==> src/rtl/seq_serializer.sv <==
// LSB-first parallel-to-serial framer with registered outputs and a one-cycle done pulse.
// Optional frame repetition is compiled in with `define SEQ_SER_LOOP_EN.
module seq_serializer #(
  parameter int WIDTH = 20
) (
  input  logic             clk,
  input  logic             rst,
  input  logic             load,
  input  logic [WIDTH-1:0] data,
  input  logic             stop,
  input  logic             loop,
  output logic             seq,
  output logic             valid,
  output logic             ready,
  output logic             done
);

  localparam int CW = $clog2(WIDTH + 1);
  localparam logic [CW-1:0] CNT_ZERO = CW'(0);
  localparam logic [CW-1:0] CNT_ONE  = CW'(1);
  localparam logic [CW-1:0] CNT_LAST = CW'(WIDTH);

  typedef enum logic {
    IDLE  = 1'b0,
    SHIFT = 1'b1
  } state_t;

  state_t           state_r, state_s;
  logic [CW-1:0]    cnt_r, cnt_s;
  logic [WIDTH-1:0] shreg_r, shreg_s;
  logic             seq_r, seq_s;
  logic             valid_r, valid_s;
  logic             ready_r, ready_s;
  logic             done_r, done_s;

`ifdef SEQ_SER_LOOP_EN
  logic             loop_r, loop_s;
  logic [WIDTH-1:0] word_r, word_s;
`else
  logic             loop_unused_s;
  assign loop_unused_s = loop;
`endif

  // Next-state, datapath and output decode; cnt counts bits already presented on seq.
  always_comb begin
    state_s = state_r;
    cnt_s   = cnt_r;
    shreg_s = shreg_r;
    seq_s   = 1'b0;
    valid_s = 1'b0;
    ready_s = 1'b1;
    done_s  = 1'b0;
`ifdef SEQ_SER_LOOP_EN
    loop_s  = loop_r;
    word_s  = word_r;
`endif
    case (state_r)
      IDLE: begin
        if (load && !stop) begin
          state_s = SHIFT;
          cnt_s   = CNT_ONE;
          shreg_s = data;
          seq_s   = data[0];
          valid_s = 1'b1;
          ready_s = 1'b0;
`ifdef SEQ_SER_LOOP_EN
          loop_s  = loop;
          word_s  = data;
`endif
        end else begin
          state_s = IDLE;
          cnt_s   = CNT_ZERO;
        end
      end
      SHIFT: begin
        if (stop) begin
          state_s = IDLE;
          cnt_s   = CNT_ZERO;
`ifdef SEQ_SER_LOOP_EN
          loop_s  = 1'b0;
`endif
        end else if (cnt_r == CNT_LAST) begin
`ifdef SEQ_SER_LOOP_EN
          if (loop_r) begin
            // Restart straight from the saved word so the stream has no gap.
            cnt_s   = CNT_ONE;
            shreg_s = word_r;
            seq_s   = word_r[0];
            valid_s = 1'b1;
            ready_s = 1'b0;
          end else begin
            state_s = IDLE;
            cnt_s   = CNT_ZERO;
            done_s  = 1'b1;
          end
`else
          state_s = IDLE;
          cnt_s   = CNT_ZERO;
          done_s  = 1'b1;
`endif
        end else begin
          cnt_s   = cnt_r + CNT_ONE;
          shreg_s = {1'b0, shreg_r[WIDTH-1:1]};
          seq_s   = shreg_r[1];
          valid_s = 1'b1;
          ready_s = 1'b0;
        end
      end
      default: begin
        state_s = IDLE;
        cnt_s   = CNT_ZERO;
      end
    endcase
  end

  // State and output registers with synchronous reset.
  always_ff @(posedge clk) begin
    if (rst) begin
      state_r <= IDLE;
      cnt_r   <= CNT_ZERO;
      shreg_r <= {WIDTH{1'b0}};
      seq_r   <= 1'b0;
      valid_r <= 1'b0;
      ready_r <= 1'b1;
      done_r  <= 1'b0;
`ifdef SEQ_SER_LOOP_EN
      loop_r  <= 1'b0;
      word_r  <= {WIDTH{1'b0}};
`endif
    end else begin
      state_r <= state_s;
      cnt_r   <= cnt_s;
      shreg_r <= shreg_s;
      seq_r   <= seq_s;
      valid_r <= valid_s;
      ready_r <= ready_s;
      done_r  <= done_s;
`ifdef SEQ_SER_LOOP_EN
      loop_r  <= loop_s;
      word_r  <= word_s;
`endif
    end
  end

  assign seq   = seq_r;
  assign valid = valid_r;
  assign ready = ready_r;
  assign done  = done_r;

endmodule

==> config.mk <==
export PLATFORM = sky130hd
export DESIGN_NAME = seq_serializer
export DESIGN_NICKNAME = d
export VERILOG_FILES = /design/src/rtl/seq_serializer.sv
export SDC_FILE = /design/constraint.sdc
export NUM_CORES = 1
export LEC_CHECK = 0
export BUFFER_PORTS_ARGS = -buffer_cell sky130_fd_sc_hd__buf_2
export CAP_MARGIN = 10
export CORE_AREA = 4 4 53 60
export CTS_CLUSTER_SIZE = 30
export DETAILED_ROUTE_END_ITERATION = 8
export DIE_AREA = 0 0 57 64
export PLACE_DENSITY = 0.76
export SYNTH_ARGS = -nofsm -noshare
export SYNTH_HDL_FRONTEND = slang
export SYNTH_SLANG_ARGS = --single-unit
==> constraint.sdc <==
create_clock -name clk -period 1.8 [get_ports clk]
set_clock_uncertainty 0.1 [all_clocks]
set_input_delay 0.36 -clock clk [delete_from_list [all_inputs] [get_ports clk]]
set_output_delay 0.36 -clock clk [all_outputs]
set_load 0.1 [all_outputs]
==> flow_summary_export.csv, run 1 <==
group,metric,value,unit
global_routing,antenna_found_initial,0,
worst_setup_path,crit_path_max_fanout,11,
power_and_ir_drop,internal_power,842.7,uW
floorplan,dieWidth,57,um
routing,drt-vias-per-instance,5.597,
global_routing,grt_overflow,0,
clock_network,post_cts_buffers,0,
synthesis,ys_seq_area_share,41.79,%
power_and_ir_drop,pwr-share-seq,59.0,%
clock_network,cts_buffer_depth,2,
cells_and_area,multi_input_area,686.9,sq um
global_routing,grt_usage,16.13,%
routing,detail_route.wl_per_cell,14.45,um
synthesis,synthFlopType,"dfxtp_1",
cells_and_area,n_antenna_cell,0,
routing,drtIter0Drc,27,
place,hpwl,1919,um
worst_setup_path,critPathCaptureType,"output pin",
power_and_ir_drop,p_per_area,744.1,mW/mm^2
routing,wirelength,2688,um
sta,grt_setup_unrepaired,"false",
floorplan,io_pins,29,
sta,finalSetupViolCount,0,
synthesis,synth_common_cells,"28 x dfxtp_1, 27 x a211oi_1, 18 x mux2i_1",
clock_network,cts_tree,"done",
synthesis,synthDistinctLibCells,27,
synthesis,yosys_warnings,0,
global_routing,grt_pass1_vias,1082,
floorplan,die_y,64,um
sta,setup_ws,190.9,ps
cells_and_area,stdcell_count,186,
clock_network,clk_latency,310,ps
sta,hold_slack,171.5,ps
power_and_ir_drop,vdd_drop_max,0.4451,mV
synthesis,syn_area,0.001341,sq mm
synthesis,netlist.area_leader.share,41.79,%
synthesis,syn_inst,125,
routing,via_count,1041,
clock_network,cts_hold_buf,0,
floorplan,core_area,0.002653,sq mm
global_routing,grt_max_degree,20,
sta,setup-tns-final,0,ps
floorplan,rows,20,
sta,worst_pin_slew,487.6,ps
synthesis,synth_edf_count,0,
sta,fin_crit,1609,ps
place,dpl_cell_area,0.001534,sq mm
cells_and_area,drive_above_1_share,34.64,%
sta,fmax,621.5,MHz
clock_network,htreeDepth,1,
clock_network,clkTransAtPathRegs,130,ps
place,globalplace.congestion,0.7520,
power_and_ir_drop,clkPwrFrac,21.2,%
min_path,hp-class,"in -> reg",
sta,period_share,89.39,%
flow_run,maxCapViolCount,0,
clock_network,numCtsBuffers,3,
floorplan,start_util,50.57,%
cells_and_area,nFillCells,263,
worst_setup_path,cp_top_family,"buffers and inverters",
floorplan,die_area,0.003648,sq mm
worst_setup_path,cp.arrival,1150,ps
synthesis,async_reset_ff_share,0,%
cells_and_area,finalInstanceArea,0.001556,sq mm
power_and_ir_drop,p_switching,315.5,uW
sta,slew_headroom,67.72,%
routing,ant_nets,0,
synthesis,synth.most_common_cell,"dfxtp_1",
clock_network,ctsResizeCount,0,
routing,firstDrtPassIters,4,
cells_and_area,num-nets-final,182,
synthesis,synth_top_cell_by_area,"dfxtp_1",
power_and_ir_drop,p_sw_share,27.24,%
sta,slew_viol_final,0,
status,status,"finished, final reports clean",
clock_network,clock_sinks,28,
global_routing,grt_pass1_wl,4809,um
synthesis,synth.area.top_cells,"dfxtp_1 42%, a211oi_1 15%, mux2i_1 13%",
worst_setup_path,slowest_stage,"dfxtp_2",
worst_setup_path,crit_type,"reg -> out",
worst_setup_path,path_buf_inv,2,
worst_setup_path,required,1340,ps
routing,drc,0,
synthesis,syn_area_per_cell,10.73,sq um
cells_and_area,ff_latch_area,561.8,sq um
synthesis,ys_ff_latch,28,
worst_setup_path,slowest_delay,380,ps
synthesis,syn-num-nets,152,
cells_and_area,syn_to_final_growth,16.04,%
worst_setup_path,cp_cell_sequence,"buf_4, buf_12",
place,pre_cts_ws,284.3,ps
power_and_ir_drop,leakage,0.5755,nW
place,dp_cells,183,
place,portBuffers,27,
clock_network,cts_root_buf,"clkbuf_4",
worst_setup_path,crit_path_start_kind,"flip-flop",
sta,finalHoldViolCount,0,
power_and_ir_drop,combinationalPowerShare,19.8,%
## placed cells by master, fill, tap and decap left out, drive strengths merged, types with 2 or more instances in the layout
| master | Yosys | layout |
|---|---|---|
| nand3 | 2 | 2 |
| a21oi | 2 | 2 |
| clkbuf | 2 | 3 |
| nor3b | 2 | 2 |
| dfxtp | 28 | 28 |
| nor2 | 5 | 5 |
| buf | 10 | 37 |
| inv | 5 | 5 |
| ha | 2 | 2 |
| nand3b | 2 | 2 |
| a211oi | 37 | 37 |
| mux2i | 18 | 18 |
| xor2 | 2 | 2 |
## sequential cells by signal, indices dropped and copies added, names as in the netlist
register,cells
seq,1
done,1
ready,1
valid,1
shreg_r,19
cnt_r,5
## worst min-delay path, cell delays in order
cell and delay, ps:
buf_2 80, nand3b_1 60, o21ai_0 70
## metrics by stage
stage	utilization, %	power (mW)
6_report	58.68	1.158
4_1_cts	58.68	1.178
3_3_place_gp	57.83	0.9173
2_1_floorplan	-	0.8649
5_1_grt	58.68	1.232
3_5_place_dp	57.83	0.9288
## power by group through the flow
stage	Sequential, mW	Clock, mW	Combinational (mW)
3_5_place_dp	0.698	0	0.231
6_report	0.684	0.246	0.229
3_3_place_gp	0.695	0	0.223
2_1_floorplan	0.715	0	0.150
5_1_grt	0.690	0.289	0.253
4_1_cts	0.684	0.262	0.232
## layout make-up
type | count | area share, %
Clock buffer | 3 | 1.447
Timing Repair Buffer | 37 | 14.47
Sequential cell | 28 | 36.09
Tap cell | 33 | 2.653
Inverter | 5 | 1.206
Multi-Input combinational cell | 80 | 44.13
## cell families after synthesis
logic type | synth area share [%]
XOR/XNOR | 1.959
adder cells (fa/ha/maj) | 1.865
multiplexers | 13.43
flip-flops | 41.79
AND/OR/NAND/NOR | 7.183
buffers and inverters | 6.996
AO/OA/AOI/OAI | 26.77
## final timing paths
check,from,endpoint,slack (ps),depth (start not counted)
hold / removal,data[0],seq,170,3
setup reg to reg,cnt_r[0],shreg_r[1],280,6
setup / recovery,valid,valid,190,2
hold reg to reg,shreg_r[1],seq,390,2
## layer usage
metal  routed length (um)  vias up  global-route usage, %
met2                 1335       26                  26.57
met5                    0        -                      0
met4                   12        0                  5.217
met1                 1186      489                  20.80
met3                  153        2                  3.434
li1                     -      524                      -
(Power assumes the default switching activity.)
==> run 2: changes to the inputs <==
ABC_AREA = 1   (was unset)
CORE_AREA = 4 4 55 62   (was 4 4 53 60)
DIE_AREA = 0 0 59 66   (was 0 0 57 64)
==> run 2 against run 1 <==
  * Die area rose by 6.7%
  * Hold slack got worse by 65 ps
  * Via count rose by 24%
  * Design area rose by 3.7%
  * Critical endpoint unchanged
==> flow_summary_export.csv, run 2 <==
group,metric,value,unit
sta,slew_viol_final,0,
clock_network,cts_buffer_depth,2,
synthesis,async_reset_ff_share,0,%
sta,setup-tns-final,0,ps
place,dpl_cell_area,0.001592,sq mm
clock_network,ctsResizeCount,0,
synthesis,syn_inst,208,
global_routing,antenna_found_initial,0,
flow_run,maxCapViolCount,0,
synthesis,ys_ff_latch,28,
clock_network,cts_tree,"done",
synthesis,synth_top_cell_by_area,"dfxtp_1",
place,portBuffers,27,
floorplan,io_pins,29,
synthesis,synthFlopType,"dfxtp_1",
power_and_ir_drop,pwr-share-seq,57.2,%
sta,worst_pin_slew,489.0,ps
sta,slew_headroom,67.62,%
routing,drtIter0Drc,54,
status,status,"finished, final reports clean",
routing,drc,0,
cells_and_area,num-nets-final,260,
clock_network,cts_hold_buf,0,
clock_network,numCtsBuffers,3,
min_path,hp-class,"in -> reg",
cells_and_area,largestRegisters,"shreg_r (19), cnt_r (5)",
worst_setup_path,r2r_start,"cnt_r[0]",
worst_setup_path,slowest_stage,"buf_2",
cells_and_area,nFillCells,300,
worst_setup_path,crit_path_max_fanout,4,
clock_network,clkTransAtPathRegs,140,ps
floorplan,die_y,66,um
worst_setup_path,reg2reg_depth,10,
worst_setup_path,cp.arrival,1140,ps
cells_and_area,syn_to_final_growth,10.63,%
floorplan,die_area,0.003894,sq mm
synthesis,syn_area,0.001459,sq mm
global_routing,grt_pass1_wl,4609,um
synthesis,netlist.area_leader.share,38.42,%
worst_setup_path,reg2reg_slack,230,ps
routing,via_count,1288,
routing,ant_nets,0,
worst_setup_path,path_buf_inv,1,
cells_and_area,largest_register_ffs,19,
floorplan,dieWidth,59,um
cells_and_area,ff_latch_area,561.8,sq um
cells_and_area,stdcell_count,264,
place,globalplace.congestion,0.7384,
power_and_ir_drop,p_sw_share,29.01,%
place,hpwl,1901,um
synthesis,synth_edf_count,0,
global_routing,grt_overflow,0,
cells_and_area,n_antenna_cell,0,
worst_setup_path,slowest_delay,430,ps
synthesis,synth.most_common_cell,"nand2_1",
clock_network,clk_latency,330,ps
cells_and_area,most-common-layout-cells,"45 x nand2_1, 27 x dfxtp_1, 27 x buf_2",
synthesis,ys_seq_area_share,38.42,%
power_and_ir_drop,p_per_area,727.8,mW/mm^2
worst_setup_path,required,1340,ps
sta,fin_crit,1597,ps
power_and_ir_drop,vdd_drop_max,0.5402,mV
power_and_ir_drop,internal_power,834.0,uW
global_routing,grt_max_degree,28,
synthesis,syn-num-nets,235,
power_and_ir_drop,total_power,1.175,mW
sta,finalSetupViolCount,0,
floorplan,rows,20,
cells_and_area,finalInstanceArea,0.001614,sq mm
cells_and_area,final_common_cell,"nand2_1",
power_and_ir_drop,leakage,0.8396,nW
clock_network,cts_root_buf,"clkbuf_4",
sta,period_share,88.72,%
cells_and_area,multi_input_area,695.7,sq um
worst_setup_path,critPathCaptureType,"output pin",
routing,detail_route.wl_per_cell,10.08,um
worst_setup_path,cp_cell_sequence,"buf_2",
sta,fmax,626.2,MHz
clock_network,post_cts_buffers,0,
routing,drt-vias-per-instance,4.879,
worst_setup_path,cp_top_family,"buffers and inverters",
global_routing,grt_pass1_vias,1042,
clock_network,clock_sinks,28,
power_and_ir_drop,combinationalPowerShare,20.9,%
synthesis,synthDistinctLibCells,21,
floorplan,core_area,0.002753,sq mm
clock_network,htreeDepth,1,
routing,firstDrtPassIters,5,
min_path,hold_depth,2,
min_path,holdCritStartpoint,"rst",
cells_and_area,regMostFlops,"shreg_r",
sta,finalHoldViolCount,0,
global_routing,grt_usage,14.97,%
synthesis,synth_common_cells,"45 x nand2_1, 28 x dfxtp_1, 26 x inv_1",
place,dp_cells,261,
cells_and_area,drive_above_1_share,23.81,%
worst_setup_path,r2r_end,"cnt_r[0]",
synthesis,yosys_warnings,0,
sta,grt_setup_unrepaired,"false",
worst_setup_path,crit_type,"reg -> out",
min_path,holdPathEnd,"shreg_r[19]",
power_and_ir_drop,clkPwrFrac,21.8,%
worst_setup_path,crit_path_start_kind,"flip-flop",
synthesis,synth.area.top_cells,"dfxtp_1 38%, nand2_1 12%, a21oi_1 7.5%",
routing,wirelength,2662,um
floorplan,start_util,53.00,%
synthesis,syn_area_per_cell,7.014,sq um
power_and_ir_drop,p_switching,340.8,uW
## run 2: cell types whose count changed in the layout (fill, tap and decap cells not counted), sizes merged, moves of 2 or more
cell    delta
nand2     +45
a211oi    -37
inv       +23
nand3     +22
a21oi     +20
mux2i     -18
nor2      +17
o21ai     +17
buf        -3
nand3b     -2
nor3b      -2
xor2       -2
## run 2: area by class of cell
| cell class | instances | share of cell area, % |
|---|---|---|
| clock buffers | 3 | 1.395 |
| inverters | 28 | 6.512 |
| multi-input cells | 138 | 43.10 |
| flip-flops and latches | 28 | 34.81 |
| well taps | 33 | 2.558 |
| repair buffers | 34 | 11.63 |
## run 2: how the worst max path moves through the flow
stage                         from     endpoint  slack, ps  cells past startpoint
after floorplan              valid  shreg_r[10]        140                      8
after global placement    cnt_r[0]   shreg_r[7]        290                      9
after detailed placement  cnt_r[0]     cnt_r[0]        250                     10
after CTS                    valid        valid        190                      1
after global routing      cnt_r[0]     cnt_r[0]         80                     10
final                        valid        valid        200                      1
## run 2: kinds of logic (layout without fill, tap and decap cells)
logic type / after synthesis / after routing / synth area share (%)
flops: 28 / 28 / 38.42
buf+inv: 42 / 65 / 13.89
fa+ha+maj: 2 / 2 / 1.715
simple gates: 95 / 95 / 31.65
xor+xnor: 1 / 1 / 0.6005
compound gates: 40 / 40 / 13.72
## run 2: power by group through the flow
stage,sequential [mW],clock (mW),combinational [mW]
floorplan,0.708,0,0.172
global placement,0.685,0,0.242
detailed placement,0.687,0,0.247
CTS,0.673,0.270,0.248
global route,0.678,0.291,0.286
finish,0.673,0.257,0.246
## run 2: layer usage
layer / up-vias / GRT usage (%) / wire length [um]
li1: 698 / - / -
met1: 559 / 21.22 / 1263
met2: 26 / 22.24 / 1213
met3: 5 / 1.953 / 135
met4: 0 / 6.799 / 50
met5: - / 0 / 0
## run 2: stage by stage
step                      utilization (%)  setup WS (ps)  hold WS (ps)
after floorplan                         -          140.1         329.1
after global placement              57.82          289.5         352.5
after detailed placement            57.82          249.5         368.6
after CTS                           58.64          186.6         96.02
after global routing                58.64          81.68         101.9
final                               58.64          203.0         106.0
==> run 3: changes to the inputs <==
CELL_PAD_IN_SITES_DETAIL_PLACEMENT = 0   (was unset)
CELL_PAD_IN_SITES_GLOBAL_PLACEMENT = 1   (was unset)
CORE_AREA = 4 4 78 88   (was 4 4 55 62)
DIE_AREA = 0 0 82 92   (was 0 0 59 66)
PLACE_DENSITY = unset   (was 0.76)
PLACE_DENSITY_LB_ADDON = 0.1   (was unset)
==> run 3 against run 2 <==
  * Critical path depth up 8
  * Die area increased by 94%
  * Hold slack improved by 61 ps
  * Sequential share of layout area fell by 2.0 points
  * Sequential power barely moved
  * Sequential cell count unchanged
  * Design area is 6.0% higher
  * Setup slack improved by 38 ps
  * Power up 8.7%
  * Maximum frequency is 2.4% higher
  * Register-to-register slack about the same
  * Count of clock-buffer cells in the layout unchanged
==> flow_summary_export.csv, run 3 (synthesis results as in run 2) <==
group,metric,value,unit
routing,drc,0,
worst_setup_path,crit_type,"reg -> reg",
sta,worst_pin_slew,490.4,ps
sta,period_share,86.61,%
sta,setup-tns-final,0,ps
clock_network,clkTransAtPathRegs,100,ps
sta,grt_setup_unrepaired,"false",
routing,via_count,1296,
worst_setup_path,reg2reg_depth,9,
place,dpl_cell_area,0.001670,sq mm
clock_network,cts_buffer_depth,2,
cells_and_area,final_common_cell,"nand2_1",
routing,ant_nets,0,
floorplan,die_area,0.007544,sq mm
cells_and_area,largest_register_ffs,19,
worst_setup_path,startpoint,"cnt_r[0]",
worst_setup_path,reg2reg_slack,240,ps
floorplan,die_y,92,um
routing,drtIter0Drc,35,
min_path,hp-class,"in -> reg",
power_and_ir_drop,vdd_drop_max,0.3190,mV
sta,fin_crit,1559,ps
global_routing,grt_max_degree,32,
clock_network,ctsResizeCount,0,
floorplan,io_pins,29,
sta,hold_slack,167.3,ps
clock_network,clock_sinks,28,
floorplan,start_util,24.29,%
global_routing,grt_overflow,0,
place,portBuffers,27,
global_routing,grt_pass1_vias,1346,
sta,slew_viol_final,0,
routing,wirelength,3301,um
global_routing,grt_usage,10.07,%
min_path,holdPathEnd,"shreg_r[19]",
worst_setup_path,r2r_end,"shreg_r[7]",
floorplan,dieWidth,82,um
clock_network,cts_tree,"done",
routing,detail_route.wl_per_cell,10.58,um
worst_setup_path,crit_path_start_kind,"flip-flop",
global_routing,antenna_found_initial,0,
worst_setup_path,slowest_stage,"dfxtp_1",
place,hpwl,2297,um
sta,fmax,641.5,MHz
cells_and_area,n_antenna_cell,0,
status,status,"finished, final reports clean",
worst_setup_path,slowest_delay,380,ps
routing,drt-vias-per-instance,4.154,
clock_network,cts_hold_buf,0,
worst_setup_path,required,1880,ps
flow_run,maxCapViolCount,0,
worst_setup_path,cp.arrival,1640,ps
clock_network,numCtsBuffers,3,
min_path,holdCritStartpoint,"rst",
worst_setup_path,crit_path_max_fanout,24,
global_routing,grt_pass1_wl,5996,um
sta,finalSetupViolCount,0,
sta,finalHoldViolCount,0,
cells_and_area,regMostFlops,"shreg_r",
place,globalplace.congestion,0.6894,
worst_setup_path,cp_cell_sequence,"inv_1, ha_1, nand2_1, inv_1, nand2_1, nand2_2, buf_4, a21oi_1, nor2_2",
sta,slew_headroom,67.53,%
cells_and_area,drive_above_1_share,24.14,%
clock_network,post_cts_buffers,0,
clock_network,clk_latency,280,ps
floorplan,core_area,0.006006,sq mm
cells_and_area,syn_to_final_growth,17.32,%
cells_and_area,finalInstanceArea,0.001712,sq mm
cells_and_area,most-common-layout-cells,"45 x nand2_1, 27 x dfxtp_1, 27 x buf_2",
clock_network,htreeDepth,1,
power_and_ir_drop,leakage,0.8574,nW
clock_network,cts_root_buf,"clkbuf_8",
min_path,hold_depth,2,
floorplan,rows,30,
power_and_ir_drop,p_per_area,746.0,mW/mm^2
worst_setup_path,r2r_start,"cnt_r[0]",
cells_and_area,num-nets-final,261,
worst_setup_path,critPathCaptureType,"flip-flop",
cells_and_area,largestRegisters,"shreg_r (19), cnt_r (5)",
routing,firstDrtPassIters,4,
## run 3: worst max-delay path by stage
stage	end	slack, ps	depth (start not counted)
final	shreg_r[7]	240	9
after global routing	shreg_r[1]	80	10
after floorplan	shreg_r[10]	140	8
after global placement	shreg_r[7]	230	9
after detailed placement	shreg_r[7]	230	9
after CTS	shreg_r[7]	220	9
## run 3: final cells by class
cell class | instances | area [sq um]
Clock buffer | 3 | 41.29
Fill cell | 712 | 4294
Inverter | 28 | 105.1
Multi-Input combinational cell | 138 | 695.7
Sequential cell | 28 | 561.8
Tap cell | 80 | 100.1
Timing Repair Buffer | 35 | 207.7
## run 3: worst max-delay path, delay by kind of cell (launching register included)
kind	cells	cell delay [ps]
compound gates	1	180
fa+ha+maj	1	190
buf+inv	3	310
flops	1	380
simple gates	4	290
## run 3: power by group
| part | total [mW] | leakage, nW | internal (mW) | switching (mW) |
|---|---|---|---|---|
| combinational | 0.255 | 0.605 | 0.0996 | 0.155 |
| clock | 0.351 | 0.0216 | 0.151 | 0.200 |
| sequential | 0.672 | 0.230 | 0.660 | 0.0113 |
| total | 1.28 | 0.857 | 0.910 | 0.367 |
## run 3: routing by layer
layer	wire [um]	track usage (%)
met3	147	1.768
met1	1760	14.03
met2	1335	15.30
met4	57	3.740
met5	0	0
## run 3: per-stage QoR
step | instances | utilization (%) | total power [mW] | setup slack [ps]
floorplan | 208 | - | 0.8799 | 140.1
global placement | 309 | 27.81 | 0.9489 | 225.7
detailed placement | 309 | 27.81 | 0.9474 | 226.3
CTS | 312 | 28.50 | 1.311 | 215.1
global route | 312 | 28.50 | 1.378 | 82.12
finish | 312 | 28.50 | 1.277 | 241.1
